==> src/rtl/sw_bank_pkg.sv <==
// Shared constants, types and helpers for the switch input bank.
// Level conventions: raw pins and LED drive are active-low, everything internal is active-high.
package sw_bank_pkg;

    // Raw pin level of a released switch; also the synchroniser reset value.
    localparam logic SW_RELEASED_N = 1'b1;
    localparam logic LED_OFF_N     = 1'b1;

    // Per-channel outputs, gathered so the top level can fan them out by field.
    typedef struct packed {
        logic state;
        logic press;
        logic rel;
        logic led_n;
    } sw_ch_out_t;

    // Width needed for a counter that reaches DEBOUNCE_CYCLES-1 (never narrower than 1 bit).
    function automatic int cnt_width(input int debounce_cycles);
        return (debounce_cycles < 1) ? 1 : $clog2(debounce_cycles + 1);
    endfunction

endpackage

==> src/rtl/sw_debounce_ch.sv <==
// One switch channel: 2-flop synchroniser, debounce counter, debounced level,
// press/release pulses and LED drive (toggle flop when SW_BANK_TOGGLE_EN is defined).
module sw_debounce_ch
    import sw_bank_pkg::*;
#(
    parameter int DEBOUNCE_CYCLES = 270000
) (
    input  logic       clk,
    input  logic       rst,
    input  logic       sw_n,
    output sw_ch_out_t out
);

    localparam int             CW      = cnt_width(DEBOUNCE_CYCLES);
    localparam logic [CW-1:0]  CNT_MAX = CW'(DEBOUNCE_CYCLES - 1);

    logic [1:0]    sync;
    logic          p;
    logic [CW-1:0] cnt;
    logic          state;
    logic          press;
    logic          rel;
    logic          accept;

    assign p      = ~sync[1];
    // New level has been held long enough: flip on this edge.
    assign accept = (p != state) && (cnt == CNT_MAX);

    always_ff @(posedge clk or posedge rst) begin
        if (rst) begin
            sync  <= {2{SW_RELEASED_N}};
            cnt   <= '0;
            state <= 1'b0;
            press <= 1'b0;
            rel   <= 1'b0;
        end else begin
            sync  <= {sync[0], sw_n};
            press <= accept & ~state;
            rel   <= accept &  state;
            // Any agreement with the current level, or an accepted change, restarts the count.
            if (p == state || accept)
                cnt <= '0;
            else
                cnt <= cnt + 1'b1;
            if (accept)
                state <= ~state;
        end
    end

`ifdef SW_BANK_TOGGLE_EN
    logic toggle;

    always_ff @(posedge clk or posedge rst) begin
        if (rst)
            toggle <= ~LED_OFF_N;
        else if (accept & ~state)
            toggle <= ~toggle;
    end

    assign out.led_n = ~toggle;
`else
    assign out.led_n = ~state;
`endif

    assign out.state = state;
    assign out.press = press;
    assign out.rel   = rel;

endmodule

==> src/rtl/switch_input_bank.sv <==
// Multi-channel debounced front end for active-low push switches.
// Optional SW_BANK_TOGGLE_EN: each press flips the channel LED instead of following the level.
module switch_input_bank
    import sw_bank_pkg::*;
#(
    parameter int NUM_SW          = 2,
    parameter int DEBOUNCE_CYCLES = 270000
) (
    input  logic              clk,
    input  logic              rst,
    input  logic [NUM_SW-1:0] sw_n,
    output logic [NUM_SW-1:0] sw_state,
    output logic [NUM_SW-1:0] sw_press,
    output logic [NUM_SW-1:0] sw_release,
    output logic [NUM_SW-1:0] led_n
);

    sw_ch_out_t ch_out [NUM_SW];

    for (genvar i = 0; i < NUM_SW; i++) begin : g_ch
        sw_debounce_ch #(
            .DEBOUNCE_CYCLES(DEBOUNCE_CYCLES)
        ) u_ch (
            .clk  (clk),
            .rst  (rst),
            .sw_n (sw_n[i]),
            .out  (ch_out[i])
        );

        assign sw_state[i]   = ch_out[i].state;
        assign sw_press[i]   = ch_out[i].press;
        assign sw_release[i] = ch_out[i].rel;
        assign led_n[i]      = ch_out[i].led_n;
    end

endmodule
==> config.mk <==
export PLATFORM = sky130hd
export DESIGN_NAME = switch_input_bank
export DESIGN_NICKNAME = d
export VERILOG_FILES = /design/src/rtl/sw_bank_pkg.sv /design/src/rtl/sw_debounce_ch.sv /design/src/rtl/switch_input_bank.sv
export SDC_FILE = /design/constraint.sdc
export NUM_CORES = 1
export LEC_CHECK = 0
export ABC_AREA = 1
export ABC_CLOCK_PERIOD_IN_PS = 4300
export CORE_ASPECT_RATIO = 1.1
export CORE_UTILIZATION = 50
export DETAILED_ROUTE_END_ITERATION = 7
export MAX_ROUTING_LAYER = met4
export PLACE_DENSITY = 0.78
export SETUP_SLACK_MARGIN = 0.4
export SYNTH_ARGS = -nofsm -noshare
export SYNTH_HDL_FRONTEND = slang
export SYNTH_SLANG_ARGS = --single-unit
export TNS_END_PERCENT = 100
==> constraint.sdc <==
create_clock -name clk -period 4.3 [get_ports clk]
set_clock_uncertainty 0.15 [all_clocks]
set_input_delay 0.86 -clock clk [delete_from_list [all_inputs] [get_ports clk]]
set_output_delay 0.86 -clock clk [all_outputs]
set_load 0.01 [all_outputs]
==> summary.txt <==
Run status
  • Outcome: finished, final reports clean

Placed design
  • Final HPWL DP: 3270 um
  • Placed Cells: 387
  • RD Place Congestion: 0.905
  • IO buf count: 11
  • Placed Area: 2730 um^2

Yosys
  • Sequential area share after synthesis: 46.0%
  • Post-synth EDFFs: 0
  • Most frequent cell after synthesis: nand2_1
  • Share of the synthesized area in the top cell type: 42.0%
  • Synthesis Warnings: 0
  • Fraction of registers with async set/reset: 100%
  • Cell count after synthesis: 326
  • Syn Nets: 332
  • Avg Cell Area, Syn: 8.04 um^2
  • Top cells by area, synth: dfrtp_1 (42%), nand2_1 (11%), nor2_1 (9.2%)
  • Ys flop type: dfrtp_1
  • Synth unique cells: 25
  • Leading area contributor after synthesis: dfrtp_1
  • Synth Cell Area: 2620 um^2
  • Synthesis-stage register bit count: 48
  • Top cells by count, synth: nand2_1 (74), nor2_1 (64), dfrtp_1 (44), inv_1 (37), nand3_1 (19)

Setup path
  • Critical path's top delay family: buffers and inverters
  • Reg-to-Reg End: g_ch[0].u_ch.cnt[18]
  • Critical path's largest stage delay: 0.55 ns
  • Critical Path Start: g_ch[0].u_ch.state
  • Critical Setup Path Class: reg2out
  • Worst-path cell chain: inv_1, clkdlybuf4s50_1
  • FF-to-FF Start: g_ch[0].u_ch.cnt[0]
  • Crit path buffers/inverters: 2
  • WP data required: 3.29 ns
  • Critical Path Stages: 2
  • CP endpoint kind: output port
  • Setup crit start kind: register
  • R2R cell count: 6
  • CP endpoint: led_n[0]
  • CP arrival: 1.37 ns
  • Maximum fanout count along the critical path: 4
  • Slowest CP cell: clkdlybuf4s50_1
  • Reg2Reg Setup Slack: 2.43 ns

Global routing
  • Initial antenna violation count: 0
  • First-pass GRT wire length: 8550 um
  • Vias in the first global route: 2,039
  • Gr ovfl total: 0
  • Overall Global Routing Usage: 20.2%
  • Pin count of the biggest net entering global routing: 49

Timing
  • Fmax: 420 MHz
  • Period utilisation layout: 55.4%
  • Clock period minus worst slack: 2.38 ns
  • Final setup violation count: 0
  • Slew Limit Headroom: 35.5%
  • Slew Viols, Final: 0
  • Final setup TNS: 0 ns
  • Worst-margin pin slew: 0.966 ns
  • Hold Fails Final Rpt: 0
  • Unrepaired setup endpoints after global routing: false
  • Worst hold slack: 0.212 ns

Clock network
  • # resized after CTS: 0
  • Clock root cell: clkbuf_8
  • Maximum clock path buffer count: 2
  • Cts bufs inserted: 5
  • Clk sinks: 48
  • Clock H-tree levels: 2
  • CTS tree: built
  • Setup Buffers After CTS: 0
  • Clk pin slew, worst setup/hold paths: 0.08 ns
  • Hold buffer count at CTS: 0
  • Worst-Skew Late Latency: 0.30 ns

Floorplanning
  • I/O Pins: 12
  • Initial Util: 52.1%
  • Cell row count: 27
  • Die W: 71.0 um
  • Core area: 5030 um^2
  • Die Ht: 77.9 um
  • DIE AREA: 5530 um^2

Finish
  • Final nets: 342
  • N_diodes: 0
  • Layout cells sized above 1: 13.1%
  • Fin area: 2840 um^2
  • Finished Layout Cells: 395
  • Layout area overhead: 8.31%
  • Fillers: 438

Route
  • Residual DRC: 0
  • Vias/cell: 5.13
  • Initial DRC count: 105
  • Routed len/inst: 11.7 um
  • Via count: 2,025
  • Antenna viol nets, final: 0
  • Drt first pass iters: 4
  • Drt total wl: 4630 um

Power
  • Comb power frac: 4.1%
  • Seq pwr share: 56.2%
  • Cell-internal power: 641 uW
  • Peak VDD IR: 239 uV
  • Switching power: 185 uW
  • Sw Share: 22.4%
  • Clock power share: 39.7%
  • P_leak: 1.23 nW
  • PD cells: 291 nW/um^2
  • Total power: 825 uW

Flow run
  • Max Cap Viol: 0

Hold path
  • Hold Crit Class: reg2reg
==> metal layers <==
layer	GRT usage (%)	share of wire [%]	up-vias
met5	-	0	-
met1	23.4	44	957
met3	5.19	3.8	13
met2	33.8	50	47
li1	-	-	1008
met4	7.00	2.7	0
==> power groups by stage <==
stage / logic, mW / registers [mW] / clock network (mW)
4_1_cts: 0.0345 / 0.464 / 0.336
6_report: 0.0334 / 0.464 / 0.328
2_1_floorplan: 0.0288 / 0.472 / 0
5_1_grt: 0.0390 / 0.465 / 0.355
3_3_place_gp: 0.0336 / 0.473 / 0
3_5_place_dp: 0.0344 / 0.473 / 0
==> sequential cells by signal (all words and copies together), names as in the netlist <==
signal	flops
g_ch.u_ch.sync	4
g_ch.u_ch.rel	2
g_ch.u_ch.cnt	38
g_ch.u_ch.state	2
g_ch.u_ch.press	2
==> logic make-up (layout without fill, tap and decap cells) <==
kind of cell | count (synthesis) | after routing | share of synthesized area [%]
flops | 48 | 48 | 46.0
compound gates | 10 | 10 | 2.01
simple gates | 197 | 197 | 35.9
buf+inv | 52 | 63 | 9.41
xor+xnor | 17 | 17 | 5.68
fa+ha+maj | 2 | 2 | 0.955
==> cell usage in the layout, fill, tap and decap left out, types with 5 or more instances in the layout <==
master and instances:
a21oi_1 8, clkbuf_8 5, clkdlybuf4s50_1 11, dfrtp_1 44
inv_1 36, inv_2 7, nand2_1 74, nand3_1 19
nor2_1 64, nor2_4 16, nor3_1 11, xnor2_1 6
xor2_1 11
==> final cells by class <==
| type | count | area [um^2] | area share, % |
|---|---|---|---|
| clock buffer | 5 | 68.8 | 2.43 |
| multi-input combinational | 226 | 1170 | 41.1 |
| inverter | 44 | 170 | 6.00 |
| tap | 58 | 72.6 | 2.56 |
| clock inverter | 3 | 42.5 | 1.50 |
| sequential | 48 | 1210 | 42.5 |
| timing repair buffer | 11 | 110 | 3.88 |
==> metrics by stage <==
stage | setup slack (ns) | utilization, %
finish | 1.92 | 56.4
global route | 1.85 | 56.4
CTS | 1.90 | 56.4
detailed placement | 2.04 | 54.2
global placement | 2.05 | 54.2
floorplan | 2.15 | -
==> worst min-delay path by stage <==
stage | cells past startpoint | start | end
after floorplan | 0 | g_ch[0].u_ch.sync[0] | g_ch[0].u_ch.sync[1]
after global placement | 0 | g_ch[1].u_ch.sync[0] | g_ch[1].u_ch.sync[1]
after detailed placement | 0 | g_ch[1].u_ch.sync[0] | g_ch[1].u_ch.sync[1]
after CTS | 0 | g_ch[1].u_ch.sync[0] | g_ch[1].u_ch.sync[1]
after global routing | 0 | g_ch[1].u_ch.sync[0] | g_ch[1].u_ch.sync[1]
final | 0 | g_ch[1].u_ch.sync[0] | g_ch[1].u_ch.sync[1]
(Power assumes the default switching activity.)
